## src/rtl/ifu.sv

```systemverilog
// Instruction fetch unit: fetches one word per instruction, holds it for the decoder,
// and steps the PC (sequential, beq or j) when the decoder acknowledges it.
module ifu #(
    parameter logic [31:0] RESET_PC = 32'h0000_3000
) (
    input  logic        clk,
    input  logic        reset,
    output logic        imem_req,
    output logic [31:0] imem_addr,
    input  logic        imem_ready,
    input  logic [31:0] imem_rdata,
    output logic [31:0] instr,
    output logic        instr_valid,
    input  logic        instr_ack,
    input  logic [1:0]  npc_jmp,
    input  logic        zero,
    output logic [31:0] pc,
    output logic [31:0] retired
);

    typedef enum logic {
        FETCH = 1'b0,
        ISSUE = 1'b1
    } state_e;

    localparam logic [31:0] RESET_PC_ALIGNED = {RESET_PC[31:2], 2'b00};

    state_e      state_q, state_d;
    logic [31:0] pc_q, pc_d;
    logic [31:0] instr_q, instr_d;
    logic [31:0] retired_q, retired_d;

    logic [31:0] pcPlus4;
    logic [31:0] branchOffset;
    logic [31:0] npc;

    // The PC stays word aligned because every npc source is aligned to a multiple of 4.
    always_comb begin
        pcPlus4      = pc_q + 32'd4;
        branchOffset = {{14{instr_q[15]}}, instr_q[15:0], 2'b00};
        npc          = pcPlus4;
        case (npc_jmp)
            2'b01:   npc = zero ? (pcPlus4 + branchOffset) : pcPlus4;
            2'b10:   npc = {pcPlus4[31:28], instr_q[25:0], 2'b00};
            default: npc = pcPlus4;
        endcase
    end

    always_comb begin
        state_d     = state_q;
        pc_d        = pc_q;
        instr_d     = instr_q;
        retired_d   = retired_q;
        imem_req    = 1'b0;
        instr_valid = 1'b0;
        case (state_q)
            FETCH: begin
                imem_req = 1'b1;
                if (imem_ready) begin
                    instr_d = imem_rdata;
                    state_d = ISSUE;
                end
            end
            ISSUE: begin
                instr_valid = 1'b1;
                if (instr_ack) begin
                    pc_d      = npc;
                    retired_d = retired_q + 32'd1;
                    state_d   = FETCH;
                end
            end
            default: state_d = FETCH;
        endcase
    end

    // Reset wins over any handshake in the same cycle, dropping a pending instruction.
    always_ff @(posedge clk) begin
        if (reset) begin
            state_q   <= FETCH;
            pc_q      <= RESET_PC_ALIGNED;
            instr_q   <= 32'd0;
            retired_q <= 32'd0;
        end else begin
            state_q   <= state_d;
            pc_q      <= pc_d;
            instr_q   <= instr_d;
            retired_q <= retired_d;
        end
    end

    assign imem_addr = pc_q;
    assign pc        = pc_q;
    assign instr     = instr_q;
    assign retired   = retired_q;

endmodule

```

## config.mk

```make
export PLATFORM = sky130hd
export DESIGN_NAME = ifu
export DESIGN_NICKNAME = d
export VERILOG_FILES = /design/src/rtl/ifu.sv
export SDC_FILE = /design/constraint.sdc
export NUM_CORES = 1
export LEC_CHECK = 0
export ABC_CLOCK_PERIOD_IN_PS = 8300
export CAP_MARGIN = 30
export CORE_ASPECT_RATIO = 0.75
export CORE_MARGIN = 10
export CORE_UTILIZATION = 55
export DETAILED_ROUTE_END_ITERATION = 6
export PLACE_DENSITY = 0.92
export SETUP_SLACK_MARGIN = 0.15
export SYNTH_ARGS = -nofsm -noshare
export SYNTH_HDL_FRONTEND = slang
export SYNTH_SLANG_ARGS = --single-unit
export TNS_END_PERCENT = 5
```

## constraint.sdc

```tcl
create_clock -name clk -period 8.3 [get_ports clk]
set_input_delay 0.83 -clock clk [delete_from_list [all_inputs] [get_ports clk]]
set_output_delay 0.83 -clock clk [all_outputs]
set_load 0.02 [all_outputs]
```

==> run_results.csv, run 1 <==
group,metric,value,unit
floorplan,start_util,55.89,%
timing,hold-worst-slack,0.4560,ns
synth,yosysSeqAreaShare,27.85,%
synth,synthTopCellsByArea,"dfxtp_1, ha_1, nand2_1",
synth,synth_async_sr_flop_share,0,%
timing,setup_tns,0,ns
global_routing,met3_usage,10.49,%
clock_tree,cts_setup_buffers,0,
pwr,ir_drop,0.09929,mV
timing,rsz0062_at_grt,"no",
pwr,power_density,134.8,nW/um2
clock_tree,cts_tree,"built",
global_routing,grt_pass1_wl,35140,um
pwr,power_leakage,3.326,nW
floorplan,die_h,116.5,um
placement,dp_hpwl,16830,um
route,vias,7207,
pwr,p_int,0.7864,mW
finish,postLayoutCellArea,8633,um2
finish,drive_gt1_share,3.953,%
route,ant_nets,0,
global_routing,gr-max-usage-layer,"met2",
worst_setup_path,cp-end-kind,"flip-flop",
synth,synth_edf_count,0,
route,routed_wirelength,22400,um
floorplan,coreArea,12220,um2
route,drt-initial-drc-count,827,
pwr,power_frac_seq,42.7,%
synth,netlist_area,6829,um2
pwr,power.share.clock,36.2,%
clock_tree,clk_path_buf_depth,2,
finish,final-seq-area,1902,um2
pwr,comb_power_share,21.1,%
pwr,finalPower,1.164,mW
clock_tree,cts.sinks,95,
finish,final_common_cell,"clkdlybuf4s50_1",
min_path,hold_path_class,"flip-flop to flip-flop",
timing,slew_headroom,28.57,%
global_routing,overflow,0,
floorplan,io_pins,169,
timing,slew_viol_final,0,
worst_setup_path,crit_path_start_kind,"flip-flop",
clock_tree,cts_resized,0,
floorplan,die_w,148.7,um
global_routing,grt_max_degree,64,
route,firstDrtPassIters,6,
worst_setup_path,critical_path_peak_fanout,8,
timing,period_share,50.31,%
route,vias_per_cell,6.108,
global_routing,use_met1,32.28,%
clock_tree,clk_pin_slew_worst_paths,0.08,ns
global_routing,grt_use_total,24.99,%
finish,final_cell_mix,"clkdlybuf4s50_1, nand2_1, dfxtp_1, a21oi_1, nor2_1",
finish,nets,1087,
timing,max_freq,0.2395,GHz
placement,dpl_cell_area,8330,um2
route,routedWlPerCell,18.98,um
global_routing,antenna_found_initial,2,
finish,multiInputGateArea,4420,um2
outcome,status,"finished clean",
worst_setup_path,cp.required,8.53,ns
synth,ys_types,78,
synth,synth_warnings,0,
timing,setup_viol,0,
pwr,power_switching,0.3771,mW
finish,synthToLayoutAreaGrowth,26.42,%
clock_tree,hold_buffers,0,
clock_tree,cts_buffers,9,
synth,syn_area_per_cell,7.605,um2
clock_tree,root_buffer,"clkbuf_16",
synth,synth_top_area_share,27.85,%
finish,fill_cells,976,
placement,globalplace.congestion,0.9914,
route,drcViolationCount,0,
global_routing,met2_usage,37.64,%
placement,io_buffers,164,
synth,synthCells,898,
floorplan,num_rows,35,
timing,fin_crit,4.176,ns
global_routing,grt_pass1_vias,6653,
clock_tree,htreeDepth,3,
clock_tree,clk_latency,0.36,ns
worst_setup_path,crit_arrival,4.40,ns
timing,worstMarginPinSlew,1.070,ns
worst_setup_path,r2r_slack,4.12,ns
worst_setup_path,path_class,"flip-flop to flip-flop",
floorplan,dieArea,17320,um2
flow_run,timing.max_cap.violations,0,
pwr,switching_share,32.41,%
synth,yosys_register_bits,95,
synth,synth_top_flop_cell,"dfxtp_1",
synth,synth_top_area_cell,"dfxtp_1",
timing,fin_worst_skew,0.009195,ns
timing,hold_viol_final,0,
-- cells by family (layout without fill, tap and decap cells) --
group | after synthesis | count (layout) | share of synthesized area [%]
adder cells (fa/ha/maj) | 41 | 41 | 7.622
multiplexers | 1 | 1 | 0.1466
flip-flops | 95 | 95 | 27.85
AO/OA/AOI/OAI | 243 | 243 | 23.67
AND/OR/NAND/NOR | 341 | 341 | 23.67
buffers and inverters | 103 | 214 | 7.622
XOR/XNOR | 73 | 73 | 9.362
other | 1 | 6 | 0.05491
-- layer usage --
| layer | vias up | wire (um) |
|---|---|---|
| met5 | - | 0 |
| met4 | 0 | 300 |
| met3 | 47 | 3012 |
| met2 | 388 | 9578 |
| met1 | 3382 | 9505 |
| li1 | 3390 | - |
-- layout make-up --
class | count | share of cell area, %
antenna | 2 | 0.05797
clock buffer | 9 | 2.609
clock inverter | 7 | 0.8406
inverter | 27 | 1.174
multi-input combinational | 703 | 51.20
sequential | 95 | 22.03
tap | 166 | 2.406
timing repair buffer | 171 | 19.68
-- critical path: stages, from the launching register on --
cell	delay (ns)
dfxtp_1	0.46
ha_1	0.28
and3_1	0.25
and3_1	0.36
and3_1	0.24
and3_1	0.18
xor2_1	0.27
ha_1	0.38
a21oi_1	0.19
o211ai_1	0.13
o2111ai_1	0.47
a2111oi_4	0.13
o2111ai_1	0.24
nor3b_2	0.24
xnor2_1	0.16
o22ai_2	0.08
-- synthesized netlist by cell type, types with 8 or more instances --
cell type	number
and4_1	8
a21o_1	11
a22oi_1	8
nand3_1	32
a211oi_1	9
a21oi_1	88
ha_1	40
nand2_1	121
o211ai_1	10
clkbuf_1	29
and3_1	19
buf_1	10
dfxtp_1	95
nand4_1	15
xnor2_1	35
o21ai_0	39
nor2_1	83
nor3_1	20
buf_4	35
o21bai_1	8
inv_1	27
xor2_1	38
-- sequential cells by signal, summed over array words and instances, names as in the netlist --
register,flops
instr,32
retired,32
imem_addr,30
state_q,1
-- power groups by stage --
stage | registers (mW) | logic [mW] | clock network, mW
after detailed placement | 0.506 | 0.241 | 0
after global placement | 0.505 | 0.237 | 0
after floorplan | 0.517 | 0.136 | 0
after global routing | 0.499 | 0.266 | 0.441
final | 0.497 | 0.245 | 0.421
after CTS | 0.496 | 0.243 | 0.425
-- final timing paths --
kind | start | cells after the start | to
setup / recovery | imem_addr[2]$_SDFFE_PP0P_ | 15 | imem_addr[31]$_SDFFE_PP0P_
hold / removal | instr[26]$_SDFFE_PP0P_ | 2 | instr[26]$_SDFFE_PP0P_
setup reg to reg | imem_addr[2]$_SDFFE_PP0P_ | 15 | imem_addr[31]$_SDFFE_PP0P_
hold reg to reg | instr[26]$_SDFFE_PP0P_ | 2 | instr[26]$_SDFFE_PP0P_
-- metrics by stage --
| stage | util [%] | worst slack (ns) | cells |
|---|---|---|---|
| after CTS | 70.62 | 4.209 | 1178 |
| after global routing | 70.62 | 3.822 | 1178 |
| after global placement | 68.00 | 4.283 | 1160 |
| after detailed placement | 68.18 | 4.211 | 1162 |
| after floorplan | - | 4.696 | 901 |
| final | 70.66 | 4.124 | 1180 |
Note: power is estimated with default switching activity, not from simulation.
==> inputs of run 2 (changes only) <==
Settings changed: ABC_CLOCK_PERIOD_IN_PS 8300 to 4200, CORE_UTILIZATION 55 to 51, PLACE_DENSITY 0.92 to 0.86.
Clock period 8.3 ns to 4.2 ns, I/O delays scaled along.
==> run_results.csv, run 2 (synthesized netlist as in run 1, its figures left out) <==
group,metric,value,unit
route,drt-initial-drc-count,723,
timing,setup_viol,0,
floorplan,die_w,153.6,um
timing,hold_viol_final,0,
route,ant_nets,0,
worst_setup_path,crit_family,"simple AND/OR/NAND/NOR gates",
timing,worstMarginPinSlew,0.7610,ns
timing,slew_viol_final,0,
pwr,power_density,265.1,nW/um2
floorplan,num_rows,36,
worst_setup_path,r2r_slack,0.39,ns
worst_setup_path,crit_path_start_kind,"flip-flop",
timing,worst_slack,0.3938,ns
timing,slew_headroom,48.80,%
worst_setup_path,r2r-start,"imem_addr[16]$_SDFFE_PP0P_",
worst_setup_path,cp_num_buf_inv,1,
placement,place_inst,1176,
worst_setup_path,slowest_delay,0.59,ns
outcome,status,"finished clean",
finish,final_util,67.37,%
global_routing,grt_max_degree,62,
clock_tree,cts.sinks,95,
global_routing,grt_pass1_vias,6710,
floorplan,io_pins,169,
worst_setup_path,path_class,"flip-flop to flip-flop",
worst_setup_path,r2r_end,"imem_addr[28]$_SDFFE_PP0P_",
flow_run,timing.max_cap.violations,0,
placement,io_buffers,164,
finish,drive_gt1_share,6.738,%
worst_setup_path,slowest_stage,"dfxtp_1",
floorplan,coreArea,13060,um2
worst_setup_path,path_common_cell,"and3_1",
route,routed_wirelength,22820,um
finish,final_cell_mix,"clkdlybuf4s50_1, nand2_1, dfxtp_1, a21oi_1, nor2_1",
worst_setup_path,cp_cell_sequence,"and3_1, and3_2, nand2_1, nor3_4, and3_1, xor2_2, ha_1, a21oi_1, o21ai_0, nor2b_1, o211ai_1, buf_4, a21o_1, a31oi_1, or3b_1",
global_routing,grt_pass1_wl,36070,um
clock_tree,root_buffer,"clkbuf_16",
worst_setup_path,critical_path_peak_fanout,11,
finish,fill_cells,1101,
worst_setup_path,worstSetupEndpoint,"imem_addr[28]$_SDFFE_PP0P_",
timing,fin_crit,3.806,ns
placement,globalplace.congestion,0.9880,
pwr,finalPower,2.333,mW
placement,place_ws,0.01914,ns
worst_setup_path,cp-end-kind,"flip-flop",
pwr,power_leakage,3.402,nW
global_routing,antenna_found_initial,2,
clock_tree,cts_tree,"built",
worst_setup_path,crit_cells,15,
route,firstDrtPassIters,6,
clock_tree,cts_buffers,9,
finish,synthToLayoutAreaGrowth,28.86,%
timing,period_share,90.62,%
worst_setup_path,cp.required,4.44,ns
timing,rsz0062_at_grt,"yes",
floorplan,dieArea,18470,um2
clock_tree,clk_path_buf_depth,2,
worst_setup_path,crit_arrival,4.05,ns
route,vias,7195,
clock_tree,clk_pin_slew_worst_paths,0.08,ns
worst_setup_path,r2r_cells,15,
clock_tree,htreeDepth,3,
floorplan,start_util,52.28,%
floorplan,die_h,120.2,um
pwr,ir_drop,0.2473,mV
worst_setup_path,critPathLaunch,"imem_addr[16]$_SDFFE_PP0P_",
timing,max_freq,0.2627,GHz
finish,finalNonFillerCells,1196,
route,drcViolationCount,0,
timing,fin_worst_skew,0.01062,ns
placement,dp_hpwl,17010,um
route,routedWlPerCell,19.08,um
finish,nets,1099,
timing,setup_tns,0,ns
route,vias_per_cell,6.016,
global_routing,grt_use_total,23.36,%
clock_tree,clk_latency,0.36,ns
finish,final_common_cell,"clkdlybuf4s50_1",
min_path,hold_path_class,"flip-flop to flip-flop",
global_routing,overflow,0,
[run 2: changes by cell type in the layout (fill, tap and decap cells not counted), moves of 2 or more]
cell      before  now
and3_1        19   16
and3_2         0    3
buf_4          7   20
clkinv_8       1    3
dfxtp_1       95   89
dfxtp_2        0    6
ha_1          40   38
ha_2           0    2
xor2_1        38   36
xor2_2         0    2
[run 2: worst min path at each step]
| stage | startpoint | cells past startpoint | end |
|---|---|---|---|
| floorplan | instr[26]$_SDFFE_PP0P_ | 2 | instr[26]$_SDFFE_PP0P_ |
| global placement | instr[30]$_SDFFE_PP0P_ | 2 | instr[30]$_SDFFE_PP0P_ |
| detailed placement | instr[30]$_SDFFE_PP0P_ | 2 | instr[30]$_SDFFE_PP0P_ |
| CTS | instr[30]$_SDFFE_PP0P_ | 2 | instr[30]$_SDFFE_PP0P_ |
| global route | instr[29]$_SDFFE_PP0P_ | 2 | instr[29]$_SDFFE_PP0P_ |
| finish | instr[30]$_SDFFE_PP0P_ | 2 | instr[30]$_SDFFE_PP0P_ |
[run 2: tightest hold or removal path, stage by stage, from the launching register on]
cell	delay, ns
dfxtp_1	0.31
nand2_1	0.05
a21oi_1	0.05
[run 2: power by group]
part	total (mW)	switching, mW	internal (mW)
clock network	0.852	0.424	0.428
registers	0.977	0.0461	0.931
logic	0.504	0.294	0.211
total	2.33	0.764	1.57
[run 2: repair_timing]
item | in CTS | in global routing
pin swaps | 0 | 3
buffers inserted | 0 | 3
setup endpoints to repair | 1 | 8
gates cloned | 0 | 0
hold buffers | 0 | 0
gates resized for setup | 2 | 18
[run 2: metal layers]
metal | wire [um] | GRT usage [%] | vias up
li1 | - | - | 3419
met1 | 9631 | 29.90 | 3354
met2 | 9600 | 34.73 | 386
met3 | 3309 | 11.94 | 34
met4 | 264 | 4.358 | 2
met5 | 11 | 0 | -
[run 2: cell type report]
type,instances,area [um2],share of cell area (%)
Antenna cell,1,2.502,0.02844
Timing Repair Buffer,183,1782,20.25
Tap cell,171,214.0,2.431
Sequential cell,95,1909,21.70
Clock buffer,9,225.2,2.559
Multi-Input combinational cell,703,4478,50.89
Clock inverter,7,87.58,0.9953
Inverter,27,101.3,1.152
[run 2: per-stage QoR]
stage,hold WS [ns],cell area (um2)
after floorplan,0.5345,6840
after global placement,0.4409,8397
after detailed placement,0.4475,8397
after CTS,0.4571,8716
after global routing,0.4868,8797
final,0.4564,8800
==> inputs of run 3 (changes only) <==
Settings changed: TNS_END_PERCENT 5 to unset.
==> run_results.csv, run 3 (synthesized netlist as in run 1, its figures left out) <==
group,metric,value,unit
timing,period_share,90.27,%
worst_setup_path,path_class,"flip-flop to flip-flop",
timing,slew_headroom,48.89,%
worst_setup_path,cp-end-kind,"flip-flop",
route,routedWlPerCell,19.05,um
floorplan,die_h,120.2,um
worst_setup_path,r2r_end,"imem_addr[31]$_SDFFE_PP0P_",
route,drt-initial-drc-count,825,
worst_setup_path,crit_arrival,4.01,ns
floorplan,num_rows,36,
clock_tree,clk_pin_slew_worst_paths,0.08,ns
route,vias_per_cell,6.041,
finish,final_cell_mix,"clkdlybuf4s50_1, nand2_1, dfxtp_1, a21oi_1, nor2_1",
min_path,hold_path_end,"instr[30]$_SDFFE_PP0P_",
route,vias,7225,
clock_tree,cts_tree,"built",
placement,dpl_cell_area,8397,um2
placement,dp_hpwl,17010,um
finish,nets,1099,
outcome,status,"finished clean",
clock_tree,hold_buffers,0,
placement,place_inst,1176,
floorplan,die_w,153.6,um
timing,fin_worst_skew,0.01030,ns
pwr,power_density,264.6,nW/um2
route,routed_wirelength,22790,um
pwr,finalPower,2.330,mW
placement,globalplace.congestion,0.9880,
worst_setup_path,r2r_slack,0.41,ns
min_path,hp-start,"instr[30]$_SDFFE_PP0P_",
timing,worstMarginPinSlew,0.7596,ns
global_routing,grt_max_degree,62,
timing,fin_crit,3.791,ns
finish,final_util,67.39,%
global_routing,overflow,0,
timing,rsz0062_at_grt,"no",
worst_setup_path,critical_path_peak_fanout,8,
clock_tree,cts_buffers,9,
pwr,ir_drop,0.2472,mV
pwr,power_leakage,3.400,nW
worst_setup_path,cp.required,4.42,ns
floorplan,start_util,52.28,%
timing,setup_viol,0,
timing,hold_viol_final,0,
worst_setup_path,r2r-start,"imem_addr[3]$_SDFFE_PP0P_",
min_path,hold_path_class,"flip-flop to flip-flop",
finish,drive_gt1_share,6.738,%
finish,finalNonFillerCells,1196,
placement,place_ws,0.01914,ns
flow_run,timing.max_cap.violations,0,
global_routing,antenna_found_initial,2,
finish,postLayoutCellArea,8803,um2
clock_tree,clk_path_buf_depth,2,
clock_tree,root_buffer,"clkbuf_16",
route,firstDrtPassIters,5,
timing,hold-worst-slack,0.4577,ns
clock_tree,clk_latency,0.35,ns
clock_tree,htreeDepth,3,
route,ant_nets,0,
clock_tree,cts.sinks,95,
worst_setup_path,crit_path_start_kind,"flip-flop",
timing,max_freq,0.2637,GHz
floorplan,dieArea,18470,um2
finish,synthToLayoutAreaGrowth,28.91,%
floorplan,io_pins,169,
worst_setup_path,r2r_cells,15,
route,drcViolationCount,0,
timing,setup_tns,0,ns
floorplan,coreArea,13060,um2
global_routing,grt_pass1_wl,36070,um
global_routing,grt_use_total,23.36,%
timing,slew_viol_final,0,
timing,worst_slack,0.4085,ns
placement,io_buffers,164,
min_path,hold_depth,2,
global_routing,grt_pass1_vias,6710,
finish,final_common_cell,"clkdlybuf4s50_1",
[run 3: cell counts in the layout (fill, tap and decap cells not counted)]
No cell type changed its count.
[run 3: worst max path at each step]
stage	start	to	cells past startpoint
2_1_floorplan	imem_addr[2]$_SDFFE_PP0P_	imem_addr[31]$_SDFFE_PP0P_	15
3_3_place_gp	imem_addr[4]$_SDFFE_PP0P_	imem_addr[30]$_SDFFE_PP0P_	14
3_5_place_dp	imem_addr[4]$_SDFFE_PP0P_	imem_addr[30]$_SDFFE_PP0P_	14
4_1_cts	imem_addr[4]$_SDFFE_PP0P_	imem_addr[28]$_SDFFE_PP0P_	14
5_1_grt	imem_addr[3]$_SDFFE_PP0P_	imem_addr[31]$_SDFFE_PP0P_	13
6_report	imem_addr[3]$_SDFFE_PP0P_	imem_addr[31]$_SDFFE_PP0P_	15
[run 3: final cells by class]
cell class | instances | area (um2)
inverter | 27 | 101.3
tap | 171 | 214.0
clock buffer | 9 | 225.2
multi-input combinational | 703 | 4482
fill | 1101 | 4259
sequential | 95 | 1909
antenna | 1 | 2.502
timing repair buffer | 183 | 1782
clock inverter | 7 | 87.58
[run 3: worst max-delay path, stage by stage, from the launching register on]
cell	delay (ns)
dfxtp_1	0.42
ha_2	0.26
and3_1	0.24
and3_2	0.30
and3_1	0.24
and3_1	0.22
xor2_2	0.21
ha_2	0.36
a21oi_1	0.17
o211ai_1	0.16
o2111ai_2	0.32
a2111oi_4	0.10
o2111ai_1	0.21
nor3b_2	0.22
xnor2_1	0.15
o22ai_2	0.08
[run 3: timing repair]
item	in CTS	in global routing
setup buffers	0	3
endpoints found under the setup margin	1	8
pin swaps	0	3
resized for setup	2	19
[run 3: metal layers]
metal | global-route usage (%) | vias up | wire length (um)
li1 | - | 3415 | -
met1 | 29.90 | 3369 | 9584
met2 | 34.73 | 393 | 9462
met3 | 11.94 | 46 | 3346
met4 | 4.358 | 2 | 380
met5 | 0 | - | 11
[run 3: where the power goes]
part | internal [mW] | switching, mW
combinational | 0.210 | 0.293
sequential | 0.931 | 0.0460
clock | 0.428 | 0.422
